## src/rtl/dpe_pkg.sv

```systemverilog
// dpe_pkg: shared DPE widths, route-result struct, freeze FSM states and a saturating-increment helper
package dpe_pkg;
  localparam int DPE_PORT_W = 3;
  localparam int DPE_PEER_W = 8;
  localparam int DPE_ROUTE_IDX_W = 6;
  typedef enum logic [1:0] {RUN, DRAIN, FROZEN} frz_state_e;
  typedef struct packed {
    logic                       hit;
    logic [DPE_ROUTE_IDX_W-1:0] idx;
    logic [DPE_PORT_W-1:0]      dst;
    logic [DPE_PEER_W-1:0]      peer;
    logic                       bypass;
    logic                       hairpin;
  } route_res_t;
  function automatic logic [31:0] sat_inc(input logic [31:0] v);
    return &v ? v : v + 32'd1;
  endfunction
endpackage

```

## src/rtl/dpe_route_lookup_if.sv

```systemverilog
// dpe_route_lookup_if: descriptor input stream, routing-memory lookup port and result output stream; slave = lookup stage, master = environment
interface dpe_route_lookup_if import dpe_pkg::*; #(parameter int ROUTE_IDX_W = 6, parameter int TAG_W = 8);
  logic                   in_valid;
  logic                   in_ready;
  logic [31:0]            in_dst_ip;
  logic [DPE_PORT_W-1:0]  in_ingress;
  logic [TAG_W-1:0]       in_tag;
  logic [31:0]            lk_req_ip;
  logic                   lk_req_valid;
  logic                   lk_hit;
  logic [ROUTE_IDX_W-1:0] lk_route_idx;
  logic [DPE_PORT_W-1:0]  lk_dst;
  logic [DPE_PEER_W-1:0]  lk_peer;
  logic                   lk_bypass;
  logic                   out_valid;
  logic                   out_ready;
  logic                   out_hit;
  logic [ROUTE_IDX_W-1:0] out_route_idx;
  logic [DPE_PORT_W-1:0]  out_dst;
  logic [DPE_PEER_W-1:0]  out_peer;
  logic                   out_bypass;
  logic                   out_hairpin;
  logic [TAG_W-1:0]       out_tag;
  modport slave (
    input  in_valid, in_dst_ip, in_ingress, in_tag,
    input  lk_hit, lk_route_idx, lk_dst, lk_peer, lk_bypass,
    input  out_ready,
    output in_ready, lk_req_ip, lk_req_valid,
    output out_valid, out_hit, out_route_idx, out_dst, out_peer, out_bypass, out_hairpin, out_tag
  );
  modport master (
    output in_valid, in_dst_ip, in_ingress, in_tag,
    output lk_hit, lk_route_idx, lk_dst, lk_peer, lk_bypass,
    output out_ready,
    input  in_ready, lk_req_ip, lk_req_valid,
    input  out_valid, out_hit, out_route_idx, out_dst, out_peer, out_bypass, out_hairpin, out_tag
  );
endinterface

```

## src/rtl/dpe_skid_reg.sv

```systemverilog
// dpe_skid_reg: 1-deep valid/ready register stage (in_valid_i/in_ready_o/in_data_i -> out_valid_o/out_ready_i/out_data_o), async reset rst
module dpe_skid_reg #(parameter int W = 8) (
  input  logic         clk,
  input  logic         rst,
  input  logic         in_valid_i,
  output logic         in_ready_o,
  input  logic [W-1:0] in_data_i,
  output logic         out_valid_o,
  input  logic         out_ready_i,
  output logic [W-1:0] out_data_o
);
  logic         valid_q, valid_d;
  logic [W-1:0] data_q, data_d;
  assign in_ready_o  = !valid_q || out_ready_i;
  assign valid_d     = in_ready_o ? in_valid_i : valid_q;
  assign data_d      = (in_ready_o && in_valid_i) ? in_data_i : data_q;
  assign out_valid_o = valid_q;
  assign out_data_o  = data_q;
  always_ff @(posedge clk or posedge rst) begin
    if (rst) begin
      valid_q <= 1'b0;
      data_q  <= '0;
    end else begin
      valid_q <= valid_d;
      data_q  <= data_d;
    end
  end
endmodule

```

## src/rtl/dpe_route_lookup.sv

```systemverilog
// dpe_route_lookup: two-stage route lookup client (clk, rst, bus: in/lk/out streams, cfg_freeze_req/ack; stat_clr/stat_* when DPE_ROUTE_LOOKUP_STATS_EN)
module dpe_route_lookup import dpe_pkg::*; #(
  parameter int ROUTE_IDX_W = DPE_ROUTE_IDX_W,
  parameter int TAG_W = 8
) (
  input  logic                clk,
  input  logic                rst,
  dpe_route_lookup_if.slave   bus,
  input  logic                cfg_freeze_req,
  output logic                cfg_freeze_ack
`ifdef DPE_ROUTE_LOOKUP_STATS_EN
  ,
  input  logic                stat_clr,
  output logic [31:0]         stat_hits,
  output logic [31:0]         stat_misses,
  output logic [31:0]         stat_hairpins
`endif
);
  frz_state_e            state_q, state_d;
  logic                  s1_valid_q, s1_valid_d;
  logic [31:0]           ip_q, ip_d;
  logic [DPE_PORT_W-1:0] ing_q, ing_d;
  logic [TAG_W-1:0]      tag_q, tag_d;
  logic                  s2_ready, accept;
  route_res_t            res, out_res;
  logic [TAG_W-1:0]      out_tag;
  assign bus.in_ready     = !rst && state_q == RUN && (!s1_valid_q || s2_ready);
  assign accept           = bus.in_valid && bus.in_ready;
  assign s1_valid_d       = accept || (s1_valid_q && !s2_ready);
  assign ip_d             = accept ? bus.in_dst_ip : ip_q;
  assign ing_d            = accept ? bus.in_ingress : ing_q;
  assign tag_d            = accept ? bus.in_tag : tag_q;
  assign bus.lk_req_ip    = ip_q;
  assign bus.lk_req_valid = s1_valid_q;
  assign cfg_freeze_ack   = state_q == FROZEN;
  always_comb begin
    state_d = (state_q == RUN)   ? (cfg_freeze_req ? DRAIN : RUN) :
              (state_q == DRAIN) ? (!cfg_freeze_req ? RUN : (!s1_valid_q && !bus.out_valid) ? FROZEN : DRAIN) :
                                   (cfg_freeze_req ? FROZEN : RUN);
  end
  always_comb begin
    res.hit     = bus.lk_hit;
    res.idx     = bus.lk_hit ? DPE_ROUTE_IDX_W'(bus.lk_route_idx) : '0;
    res.dst     = bus.lk_dst;
    res.peer    = bus.lk_peer;
    res.bypass  = bus.lk_bypass;
    res.hairpin = bus.lk_hit && bus.lk_dst == ing_q;
  end
  always_ff @(posedge clk or posedge rst) begin
    if (rst) begin
      state_q    <= RUN;
      s1_valid_q <= 1'b0;
      ip_q       <= '0;
      ing_q      <= '0;
      tag_q      <= '0;
    end else begin
      state_q    <= state_d;
      s1_valid_q <= s1_valid_d;
      ip_q       <= ip_d;
      ing_q      <= ing_d;
      tag_q      <= tag_d;
    end
  end
  dpe_skid_reg #(.W($bits(route_res_t) + TAG_W)) u_s2 (
    .clk         (clk),
    .rst         (rst),
    .in_valid_i  (s1_valid_q),
    .in_ready_o  (s2_ready),
    .in_data_i   ({res, tag_q}),
    .out_valid_o (bus.out_valid),
    .out_ready_i (bus.out_ready),
    .out_data_o  ({out_res, out_tag})
  );
  assign bus.out_hit       = out_res.hit;
  assign bus.out_route_idx = ROUTE_IDX_W'(out_res.idx);
  assign bus.out_dst       = out_res.dst;
  assign bus.out_peer      = out_res.peer;
  assign bus.out_bypass    = out_res.bypass;
  assign bus.out_hairpin   = out_res.hairpin;
  assign bus.out_tag       = out_tag;
`ifdef DPE_ROUTE_LOOKUP_STATS_EN
  logic        xfer;
  logic [31:0] hits_q, hits_d, misses_q, misses_d, hp_q, hp_d;
  assign xfer     = bus.out_valid && bus.out_ready;
  assign hits_d   = stat_clr ? '0 : (xfer && out_res.hit) ? sat_inc(hits_q) : hits_q;
  assign misses_d = stat_clr ? '0 : (xfer && !out_res.hit) ? sat_inc(misses_q) : misses_q;
  assign hp_d     = stat_clr ? '0 : (xfer && out_res.hairpin) ? sat_inc(hp_q) : hp_q;
  always_ff @(posedge clk or posedge rst) begin
    if (rst) begin
      hits_q   <= '0;
      misses_q <= '0;
      hp_q     <= '0;
    end else begin
      hits_q   <= hits_d;
      misses_q <= misses_d;
      hp_q     <= hp_d;
    end
  end
  assign stat_hits     = hits_q;
  assign stat_misses   = misses_q;
  assign stat_hairpins = hp_q;
`endif
endmodule

```

## src/flat_wrapper.sv

```systemverilog
// flat-port wrapper written by rule: the top's interface ports become plain ports
module dpe_route_lookup_flat import dpe_pkg::*;
#(
  parameter int ROUTE_IDX_W = DPE_ROUTE_IDX_W,
  parameter int TAG_W = 8
)
  (clk, rst, cfg_freeze_req, cfg_freeze_ack, bus_in_valid, bus_in_dst_ip, bus_in_ingress, bus_in_tag, bus_lk_hit, bus_lk_route_idx, bus_lk_dst, bus_lk_peer, bus_lk_bypass, bus_out_ready, bus_in_ready, bus_lk_req_ip, bus_lk_req_valid, bus_out_valid, bus_out_hit, bus_out_route_idx, bus_out_dst, bus_out_peer, bus_out_bypass, bus_out_hairpin, bus_out_tag);
  dpe_route_lookup_if #(.ROUTE_IDX_W(ROUTE_IDX_W), .TAG_W(TAG_W)) bus_i ();
  input  logic clk;
  input  logic rst;
  input  logic cfg_freeze_req;
  output logic cfg_freeze_ack;
  input wire logic [$bits(bus_i.in_valid)-1:0] bus_in_valid;
  input wire logic [$bits(bus_i.in_dst_ip)-1:0] bus_in_dst_ip;
  input wire logic [$bits(bus_i.in_ingress)-1:0] bus_in_ingress;
  input wire logic [$bits(bus_i.in_tag)-1:0] bus_in_tag;
  input wire logic [$bits(bus_i.lk_hit)-1:0] bus_lk_hit;
  input wire logic [$bits(bus_i.lk_route_idx)-1:0] bus_lk_route_idx;
  input wire logic [$bits(bus_i.lk_dst)-1:0] bus_lk_dst;
  input wire logic [$bits(bus_i.lk_peer)-1:0] bus_lk_peer;
  input wire logic [$bits(bus_i.lk_bypass)-1:0] bus_lk_bypass;
  input wire logic [$bits(bus_i.out_ready)-1:0] bus_out_ready;
  output wire logic [$bits(bus_i.in_ready)-1:0] bus_in_ready;
  output wire logic [$bits(bus_i.lk_req_ip)-1:0] bus_lk_req_ip;
  output wire logic [$bits(bus_i.lk_req_valid)-1:0] bus_lk_req_valid;
  output wire logic [$bits(bus_i.out_valid)-1:0] bus_out_valid;
  output wire logic [$bits(bus_i.out_hit)-1:0] bus_out_hit;
  output wire logic [$bits(bus_i.out_route_idx)-1:0] bus_out_route_idx;
  output wire logic [$bits(bus_i.out_dst)-1:0] bus_out_dst;
  output wire logic [$bits(bus_i.out_peer)-1:0] bus_out_peer;
  output wire logic [$bits(bus_i.out_bypass)-1:0] bus_out_bypass;
  output wire logic [$bits(bus_i.out_hairpin)-1:0] bus_out_hairpin;
  output wire logic [$bits(bus_i.out_tag)-1:0] bus_out_tag;
  assign bus_i.in_valid = bus_in_valid;
  assign bus_i.in_dst_ip = bus_in_dst_ip;
  assign bus_i.in_ingress = bus_in_ingress;
  assign bus_i.in_tag = bus_in_tag;
  assign bus_i.lk_hit = bus_lk_hit;
  assign bus_i.lk_route_idx = bus_lk_route_idx;
  assign bus_i.lk_dst = bus_lk_dst;
  assign bus_i.lk_peer = bus_lk_peer;
  assign bus_i.lk_bypass = bus_lk_bypass;
  assign bus_i.out_ready = bus_out_ready;
  assign bus_in_ready = bus_i.in_ready;
  assign bus_lk_req_ip = bus_i.lk_req_ip;
  assign bus_lk_req_valid = bus_i.lk_req_valid;
  assign bus_out_valid = bus_i.out_valid;
  assign bus_out_hit = bus_i.out_hit;
  assign bus_out_route_idx = bus_i.out_route_idx;
  assign bus_out_dst = bus_i.out_dst;
  assign bus_out_peer = bus_i.out_peer;
  assign bus_out_bypass = bus_i.out_bypass;
  assign bus_out_hairpin = bus_i.out_hairpin;
  assign bus_out_tag = bus_i.out_tag;
  dpe_route_lookup #(.ROUTE_IDX_W(ROUTE_IDX_W), .TAG_W(TAG_W)) u_core (.clk(clk), .rst(rst), .bus(bus_i), .cfg_freeze_req(cfg_freeze_req), .cfg_freeze_ack(cfg_freeze_ack));
endmodule
```

## config.mk

```make
export PLATFORM = sky130hd
export DESIGN_NAME = dpe_route_lookup_flat
export DESIGN_NICKNAME = d
export VERILOG_FILES = /design/src/rtl/dpe_pkg.sv /design/src/rtl/dpe_route_lookup_if.sv /design/src/rtl/dpe_skid_reg.sv /design/src/rtl/dpe_route_lookup.sv /design/src/flat_wrapper.sv
export SDC_FILE = /design/constraint.sdc
export NUM_CORES = 1
export LEC_CHECK = 0
export CAP_MARGIN = 20
export CORE_MARGIN = 2
export CORE_UTILIZATION = 42
export DETAILED_ROUTE_END_ITERATION = 6
export PLACE_DENSITY = 0.78
export SYNTH_ARGS = -nofsm -noshare
export SYNTH_HDL_FRONTEND = slang
export SYNTH_SLANG_ARGS = --single-unit
```

## constraint.sdc

```tcl
create_clock -name clk -period 2.9 [get_ports clk]
set_input_delay 0.29 -clock clk [delete_from_list [all_inputs] [get_ports clk]]
set_output_delay 0.29 -clock clk [all_outputs]
set_load 0.02 [all_outputs]
```

==> impl_metrics.py, run 1 <==
metrics = {
    "sta": {
        "setup-violations-final": 0,
        "timing.final.ws_setup_ns": 0.795,
        "worstMarginPinSlew_ns": 0.738,
        "finalCriticalPeriod_ns": 2.11,
        "fin_setup_tns_ns": 0,
        "period_share_pct": 72.6,
        "grt_setup_unrepaired": "false",
        "fin_skew_ns": 0.0105,
        "relSlewSlack_pct": 50.7,
        "fmax_ghz": 0.475,
        "hold_viol": 0,
        "drv_slew": 0,
    },
    "synth": {
        "yosysTopAreaCellShare_pct": 61.0,
        "ys_types": 21,
        "synthCells": 180,
        "synthesis.nets": 247,
        "ys_seq_area_share_pct": 61.0,
        "synth_largest_area_cell": "dfrtp_1",
        "synth.avg_cell_area_um2": 17.1,
        "synth.area.top_cells": "dfrtp_1 61%, mux2_4 19%, mux2_2 9.2%",
        "syn_area_um2": 3080,
        "synth_warnings": 0,
        "synth_seq_cells": 75,
    },
    "floorplanning": {
        "io_pins": 131,
        "rows": 31,
        "start_util_pct": 42.9,
        "die_w_um": 89.6,
        "die_h_um": 89.6,
        "core_area_um2": 7180,
        "die_area_um2": 8030,
    },
    "worst_setup_path": {
        "critical_path_required_ns": 2.61,
        "max_stage_delay_ns": 0.61,
        "path_max_fanout": 11,
        "cpMaxStageDelayCell": "clkdlybuf4s50_1",
        "end_kind": "output pin",
        "crit_cells": 3,
        "worstPathArrival_ns": 1.82,
        "worst-path-buf-inv": 1,
        "crit_family": "buffers and inverters",
        "worst-r2r-cell-count": 4,
        "reg2reg_slack_ns": 0.97,
        "crit_path_start_kind": "register",
        "path_cells": "nand3b_2 -> and2_1 -> clkdlybuf4s50_1",
        "critPathKind": "reg -> out",
    },
    "drt": {
        "wirelength_mm": 6.37,
        "dr.pass1.iters": 4,
        "route.detailed.drc": 0,
        "antenna_left": 0,
        "via_per_inst": 4.62,
        "detail_route.wl_per_cell_um": 15.2,
        "vias": 1941,
        "drtIter0Drc": 45,
    },
    "placed_design": {
        "place_congestion": 0.726,
        "post-place-ws_ns": 0.704,
        "dp.cells": 404,
        "io_buffers": 130,
        "place_hpwl_mm": 4.66,
    },
    "cells_and_area": {
        "drive_gt1_share_pct": 29.6,
        "area_growth_pct": 52.1,
        "antenna_cells": 0,
        "fin_util_pct": 65.2,
        "fin_cells": 420,
        "final_nets": 383,
    },
    "grt": {
        "grt_max_degree": 44,
        "grt_pass1_vias": 1977,
        "grt_pass1_wl_mm": 9.99,
        "grt_use_total_pct": 16.6,
        "grt_overflow_total": 0,
        "antenna_found_initial": 0,
    },
    "clock_network": {
        "h-tree-depth": 3,
        "worstSkewPairLatency_ns": 0.34,
        "cts.sinks": 75,
        "post-cts-setup-buffers": 0,
        "clkSlewWorstSetupHoldPaths_ns": 0.08,
        "cts_resized": 0,
        "cts_tree": "yes",
        "clock_tree.root_cell": "clkbuf_8",
        "cts_buffers": 9,
        "postCtsHoldBufs": 0,
        "cts_buffer_depth": 2,
    },
    "power": {
        "peakVddDrop_mv": 0.514,
        "power_density_nw_per_um2": 948,
        "p_leak_nw": 2.10,
    },
    "status": {
        "outcome": "complete, no violations",
    },
    "flow_run": {
        "cap_violations": 0,
    },
    "min_path": {
        "hold_path.class": "in -> async",
    },
}
worst register-to-register path: stages, from the launching register on:
cell and delay [ns]:
dfrtp_1 0.58, nand3b_2 0.18, nand3_4 0.41, buf_4 0.33, mux2_4 0.32
stage by stage:
stage	cell area, µm²	hold slack (ns)	power [mW]
after floorplan	3080	0.419	2.69
after global placement	4450	0.470	3.55
after detailed placement	4450	0.476	3.59
after CTS	4680	0.465	4.49
after global routing	4680	0.491	4.68
final	4680	0.464	4.44
metal layers:
layer,share of wire (%),vias up,global-route usage (%)
met1,42,954,21.8
met4,1.4,0,6.11
met3,6.5,8,4.94
met2,50,72,26.1
met5,0,-,0
li1,-,907,-
power breakdown:
part / switching (mW) / internal (mW)
clock network: 0.375 / 0.508
logic: 0.776 / 1.10
registers: 0.233 / 1.45
synth_stat cells:
library cell  instances
dfrtp_1              75
mux2_4               39
mux2_2               25
nand4_1               7
a21bo_2               6
buf_4                 4
buf_6                 4
xnor2_1               3
and2_1                2
inv_1                 2
nand2b_1              2
nor2b_1               2
a21oi_1               1
buf_1                 1
mux2i_1               1
nand2_1               1
nand2_4               1
nand3_4               1
nand3b_2              1
nor2_1                1
nor3_4                1
sequential cells by signal, indices dropped and copies added (netlist names):
name	flops
u_core.tag_q	8
u_core.ing_q	3
u_core.bus.lk_req_valid	1
u_core.state_q	2
u_core.bus.lk_req_ip	32
u_core.u_s2.out_data_o	28
u_core.u_s2.out_valid_o	1
layout make-up:
class,instances,area [µm²]
timing repair buffer,134,1330
sequential,75,1880
fill,529,2490
clock inverter,6,88.8
multi-input combinational,94,1110
tap,99,124
clock buffer,10,138
inverter,2,8.76
kinds of logic after synthesis:
| group | count (synthesis) | synth area share (%) |
|---|---|---|
| DFF | 75 | 61.0 |
| buffers and inverters | 11 | 2.81 |
| muxes | 65 | 28.5 |
| xor gates and xnor gates | 3 | 0.854 |
| and+or+nand+nor | 19 | 4.72 |
| AOI/OAI and AO/OA | 7 | 2.11 |
path summary, 6_finish.rpt:
check | start | end
setup / recovery | u_core.bus.lk_req_valid$_DFF_PP0_ | bus_in_ready
hold / removal | rst | u_core.u_s2.out_data_o[16]$_DFFE_PP0P_
setup reg to reg | u_core.bus.lk_req_valid$_DFF_PP0_ | u_core.tag_q[1]$_DFFE_PP0P_
hold reg to reg | u_core.u_s2.out_data_o[24]$_DFFE_PP0P_ | u_core.u_s2.out_data_o[24]$_DFFE_PP0P_
max in group asynchronous | rst | u_core.u_s2.out_data_o[8]$_DFFE_PP0P_
min in group clk | u_core.u_s2.out_data_o[24]$_DFFE_PP0P_ | u_core.u_s2.out_data_o[24]$_DFFE_PP0P_
layout by cell type (no fill, tap or decap), types with 2 or more instances in the layout:
| cell | instances |
|---|---|
| a21bo_2 | 6 |
| and2_1 | 2 |
| buf_4 | 4 |
| bufinv_16 | 2 |
| clkbuf_8 | 10 |
| clkdlybuf4s50_1 | 130 |
| clkinv_2 | 2 |
| clkinvlp_4 | 2 |
| dfrtp_1 | 75 |
| mux2_2 | 25 |
| mux2_4 | 39 |
| nand2b_1 | 2 |
| nand4_1 | 7 |
| nor2b_1 | 2 |
| xnor2_1 | 3 |
(Power assumes the default switching activity.)
==> inputs of run 2 (changes only) <==
CORE_UTILIZATION = 38   (was 42)
PLACE_DENSITY = 0.75   (was 0.78)
clock period = 1.9 ns   (was 2.9 ns; I/O delays follow)
==> impl_metrics.py, run 2 (synthesized netlist as in run 1, its figures left out) <==
metrics = {
    "floorplanning": {
        "io_pins": 131,
        "die_h_um": 94.0,
        "die_w_um": 94.0,
        "core_area_um2": 7770,
        "rows": 32,
        "start_util_pct": 39.6,
        "die_area_um2": 8830,
    },
    "cells_and_area": {
        "largest_reg_flops": 32,
        "area_growth_pct": 52.7,
        "fin_cells": 424,
        "final.fill_count": 629,
        "antenna_cells": 0,
        "final_common_cell": "clkdlybuf4s50_1",
        "stdcell_area_um2": 4700,
        "final_nets": 384,
        "drive_gt1_share_pct": 29.5,
        "layout_common_cells": "129 x clkdlybuf4s50_1, 75 x dfrtp_1, 39 x mux2_4",
        "fin_util_pct": 60.5,
    },
    "sta": {
        "hold_viol": 0,
        "period_share_pct": 91.0,
        "worstMarginPinSlew_ns": 0.388,
        "timing.final.ws_setup_ns": 0.171,
        "fmax_ghz": 0.578,
        "drv_slew": 0,
        "grt_setup_unrepaired": "false",
        "relSlewSlack_pct": 74.1,
        "finalCriticalPeriod_ns": 1.73,
        "setup-violations-final": 0,
        "fin_setup_tns_ns": 0,
        "fin_skew_ns": 0.00740,
        "worst_hold_slack_ns": 0.412,
    },
    "drt": {
        "route.detailed.drc": 0,
        "vias": 1932,
        "via_per_inst": 4.56,
        "wirelength_mm": 6.43,
        "antenna_left": 0,
        "drtIter0Drc": 35,
        "routed-wl-met2_mm": 3.14,
        "detail_route.wl_per_cell_um": 15.2,
        "met1_length_mm": 2.73,
        "top_layer_used": "met4",
        "dr.pass1.iters": 4,
        "route.met3.wl_um": 484,
    },
    "placed_design": {
        "dp.cells": 408,
        "dpl-instance-area_um2": 4510,
        "io_buffers": 130,
        "place_hpwl_mm": 4.61,
        "place_congestion": 0.675,
        "post-place-ws_ns": 0.0717,
    },
    "worst_setup_path": {
        "path_cells": "nor2b_1 -> clkdlybuf4s50_1",
        "end_kind": "output pin",
        "cpMaxStageDelayCell": "clkdlybuf4s50_1",
        "max_stage_delay_ns": 0.64,
        "crit_path_start_kind": "register",
        "critPathKind": "reg -> out",
        "path_max_fanout": 3,
        "reg2reg_from": "u_core.state_q[1]$_DFF_PP0_",
        "startpoint": "u_core.state_q[1]$_DFF_PP0_",
        "worstPathArrival_ns": 1.54,
        "critical_path_required_ns": 1.71,
    },
    "min_path": {
        "hold_path.class": "in -> async",
    },
    "clock_network": {
        "cts.sinks": 75,
        "clock_tree.root_cell": "clkbuf_8",
        "clkSlewWorstSetupHoldPaths_ns": 0.08,
        "h-tree-depth": 3,
        "cts_buffers": 9,
        "cts_tree": "yes",
        "cts_buffer_depth": 2,
        "worstSkewPairLatency_ns": 0.33,
    },
    "grt": {
        "grt_pass1_wl_mm": 10.2,
        "grt_max_degree": 76,
        "grt_use_total_pct": 15.0,
        "grt_pass1_vias": 2038,
        "grt_overflow_total": 0,
        "antenna_found_initial": 0,
    },
    "power": {
        "power_mw": 6.63,
        "power_density_nw_per_um2": 1410,
        "p_leak_nw": 2.11,
        "peakVddDrop_mv": 0.670,
    },
    "flow_run": {
        "cap_violations": 0,
    },
    "status": {
        "outcome": "complete, no violations",
    },
}
[run 2: cell types whose count changed in the layout (fill, tap and decap cells not counted)]
cell	before	now
clkdlybuf4s50_1	130	129
bufinv_16	2	1
buf_4	4	2
clkbuf_1	0	1
dlygate4sd2_1	0	1
clkinv_4	1	0
buf_12	0	3
clkinv_2	2	3
[run 2: path summary, 6_finish.rpt]
check                                                              end  slack (ns)  cells past startpoint
worst max-delay path                                    cfg_freeze_ack        0.17                      2
worst min-delay path              u_core.bus.lk_req_ip[10]$_DFFE_PP0P_        0.41                      3
worst max register to register     u_core.bus.lk_req_ip[5]$_DFFE_PP0P_        0.47                      4
worst min register to register  u_core.u_s2.out_data_o[26]$_DFFE_PP0P_        0.49                      1
max in group asynchronous        u_core.u_s2.out_data_o[6]$_DFFE_PP0P_        1.19                      3
min in group clk                           u_core.state_q[1]$_DFF_PP0_        0.44                      2
[run 2: area by class of cell]
cell class,count,area (µm²),area share (%)
timing repair buffer,135,1380,29.3
tap,102,128,2.72
inverter,2,11.3,0.240
multi-input combinational,94,1110,23.7
clock inverter,5,52.6,1.12
sequential,75,1880,39.9
clock buffer,11,141,3.01
[run 2: power breakdown]
group | internal [mW] | leakage [nW] | total (mW) | switching (mW)
combinational | 1.69 | 1.12 | 2.90 | 1.21
sequential | 2.21 | 0.895 | 2.54 | 0.330
clock | 0.637 | 0.0991 | 1.19 | 0.550
total | 4.53 | 2.11 | 6.63 | 2.09
[run 2: metal layers]
metal	vias up	track usage [%]
met2	73	24.6
met5	-	0
met1	947	19.0
met4	0	5.43
met3	7	4.41
li1	905	-
[run 2: what timing repair did]
action                                  CTS  global route
buffers inserted                          0             0
hold buffers                              0             0
endpoints found under the setup margin    1             0
resized for setup                         1             0
endpoints found under the hold margin     0             0
[run 2: worst max-delay path: cells and delay by family (launching register included)]
family        cells  cell delay, ns
flops             1            0.41
buf+inv           1            0.64
simple gates      1            0.17
==> inputs of run 3 (changes only) <==
CORE_ASPECT_RATIO = 2   (was default)
CORE_MARGIN = default   (was 2)
==> impl_metrics.py, run 3 (synthesized netlist as in run 1, its figures left out) <==
metrics = {
    "grt": {
        "antenna_found_initial": 0,
        "grt_overflow_total": 0,
        "grt_pass1_wl_mm": 11.1,
        "grt_max_degree": 43,
        "grt_pass1_vias": 2214,
        "grt_use_total_pct": 17.9,
    },
    "floorplanning": {
        "die_h_um": 129,
        "rows": 46,
        "start_util_pct": 39.0,
        "io_pins": 131,
        "die_w_um": 65.6,
        "core_area_um2": 7890,
        "die_area_um2": 8480,
    },
    "sta": {
        "fin_skew_ns": 0.00541,
        "finalCriticalPeriod_ns": 1.70,
        "period_share_pct": 89.5,
        "fin_setup_tns_ns": 0,
        "worstMarginPinSlew_ns": 0.396,
        "grt_setup_unrepaired": "false",
        "hold_viol": 0,
        "drv_slew": 0,
        "setup-violations-final": 0,
        "fmax_ghz": 0.588,
        "relSlewSlack_pct": 73.6,
    },
    "power": {
        "power_density_nw_per_um2": 1480,
        "power_mw": 7.08,
        "p_leak_nw": 2.16,
        "peakVddDrop_mv": 0.785,
    },
    "clock_network": {
        "cts_buffers": 9,
        "worstSkewPairLatency_ns": 0.33,
        "clkSlewWorstSetupHoldPaths_ns": 0.06,
        "clock_tree.root_cell": "clkbuf_16",
        "cts.sinks": 75,
        "h-tree-depth": 3,
        "cts_buffer_depth": 2,
        "cts_tree": "yes",
    },
    "min_path": {
        "hold_path.class": "in -> async",
    },
    "drt": {
        "drtIter0Drc": 82,
        "via_per_inst": 4.74,
        "vias": 1988,
        "detail_route.wl_per_cell_um": 16.9,
        "dr.pass1.iters": 4,
        "antenna_left": 0,
        "route.detailed.drc": 0,
        "wirelength_mm": 7.10,
    },
    "placed_design": {
        "place_hpwl_mm": 5.22,
        "io_buffers": 130,
        "dpl-instance-area_um2": 4510,
        "place_congestion": 0.739,
    },
    "status": {
        "outcome": "complete, no violations",
    },
    "cells_and_area": {
        "final_nets": 386,
        "multi_input_area_um2": 1110,
        "final.fill_count": 657,
        "final_common_cell": "clkdlybuf4s50_1",
        "fin_util_pct": 60.7,
        "stdcell_area_um2": 4790,
        "seq_area_um2": 1880,
        "layout_common_cells": "129 x clkdlybuf4s50_1, 75 x dfrtp_1, 39 x mux2_4",
        "drive_gt1_share_pct": 29.1,
        "largest_reg_flops": 32,
        "antenna_cells": 0,
        "area_growth_pct": 55.6,
    },
    "worst_setup_path": {
        "reg2reg_from": "u_core.state_q[1]$_DFF_PP0_",
        "worstReg2RegEnd": "u_core.bus.lk_req_ip[17]$_DFFE_PP0P_",
        "crit_path_start_kind": "register",
        "worstPathArrival_ns": 1.51,
        "reg2reg_slack_ns": 0.45,
        "end_kind": "output pin",
        "critical_path_required_ns": 1.71,
        "startpoint": "u_core.state_q[1]$_DFF_PP0_",
        "path_max_fanout": 3,
        "worst-r2r-cell-count": 4,
        "critPathKind": "reg -> out",
    },
    "flow_run": {
        "cap_violations": 0,
    },
}
-- run 3: cell types whose count changed in the layout (fill, tap and decap cells not counted), sizes merged --
cell	delta
buf	+2
clkbuf	+1
clkinv	-1
clkinvlp	-1
-- run 3: final cells by class --
type	instances	share of cell area, %
Clock buffer	12	4.94
Clock inverter	3	0.836
Sequential cell	75	39.2
Timing Repair Buffer	137	29.0
Inverter	2	0.235
Tap cell	96	2.51
Multi-Input combinational cell	94	23.3
-- run 3: layer usage --
layer	share of wire (%)	global-route usage, %
met1	36	19.2
met2	57	32.0
met3	4.1	3.08
met4	3.5	10.2
met5	0	0
-- run 3: critical path: stages (launching register included) --
cell,delay (ns)
dfrtp_1,0.41
nor2b_1,0.16
clkdlybuf4s50_1,0.62
-- run 3: power by group --
group / internal (mW) / switching [mW]
logic: 1.69 / 1.23
clock network: 1.01 / 0.601
registers: 2.21 / 0.338
total: 4.91 / 2.17
-- run 3: worst max path at each step --
| stage | endpoint | slack (ns) |
|---|---|---|
| after detailed placement | bus_in_ready | 0.1 |
| final | cfg_freeze_ack | 0.20 |
| after global placement | bus_in_ready | 0.14 |
| after floorplan | u_core.bus.lk_req_ip[10]$_DFFE_PP0P_ | 0.39 |
| after global routing | bus_lk_req_valid | 0.15 |
| after CTS | bus_lk_req_valid | 0.18 |
-- run 3: metrics by stage --
stage / setup WS [ns] / hold slack (ns) / instances
after floorplan: 0.392 / 0.319 / 180
after global placement: 0.139 / 0.472 / 404
after detailed placement: 0.0979 / 0.481 / 404
after CTS: 0.179 / 0.327 / 419
after global routing: 0.152 / 0.367 / 419
final: 0.200 / 0.323 / 419
-- run 3: timing repair --
item	CTS	global route
hold buffers	0	0
gates resized for setup	1	0
setup buffers	0	0
setup endpoints to repair	1	0
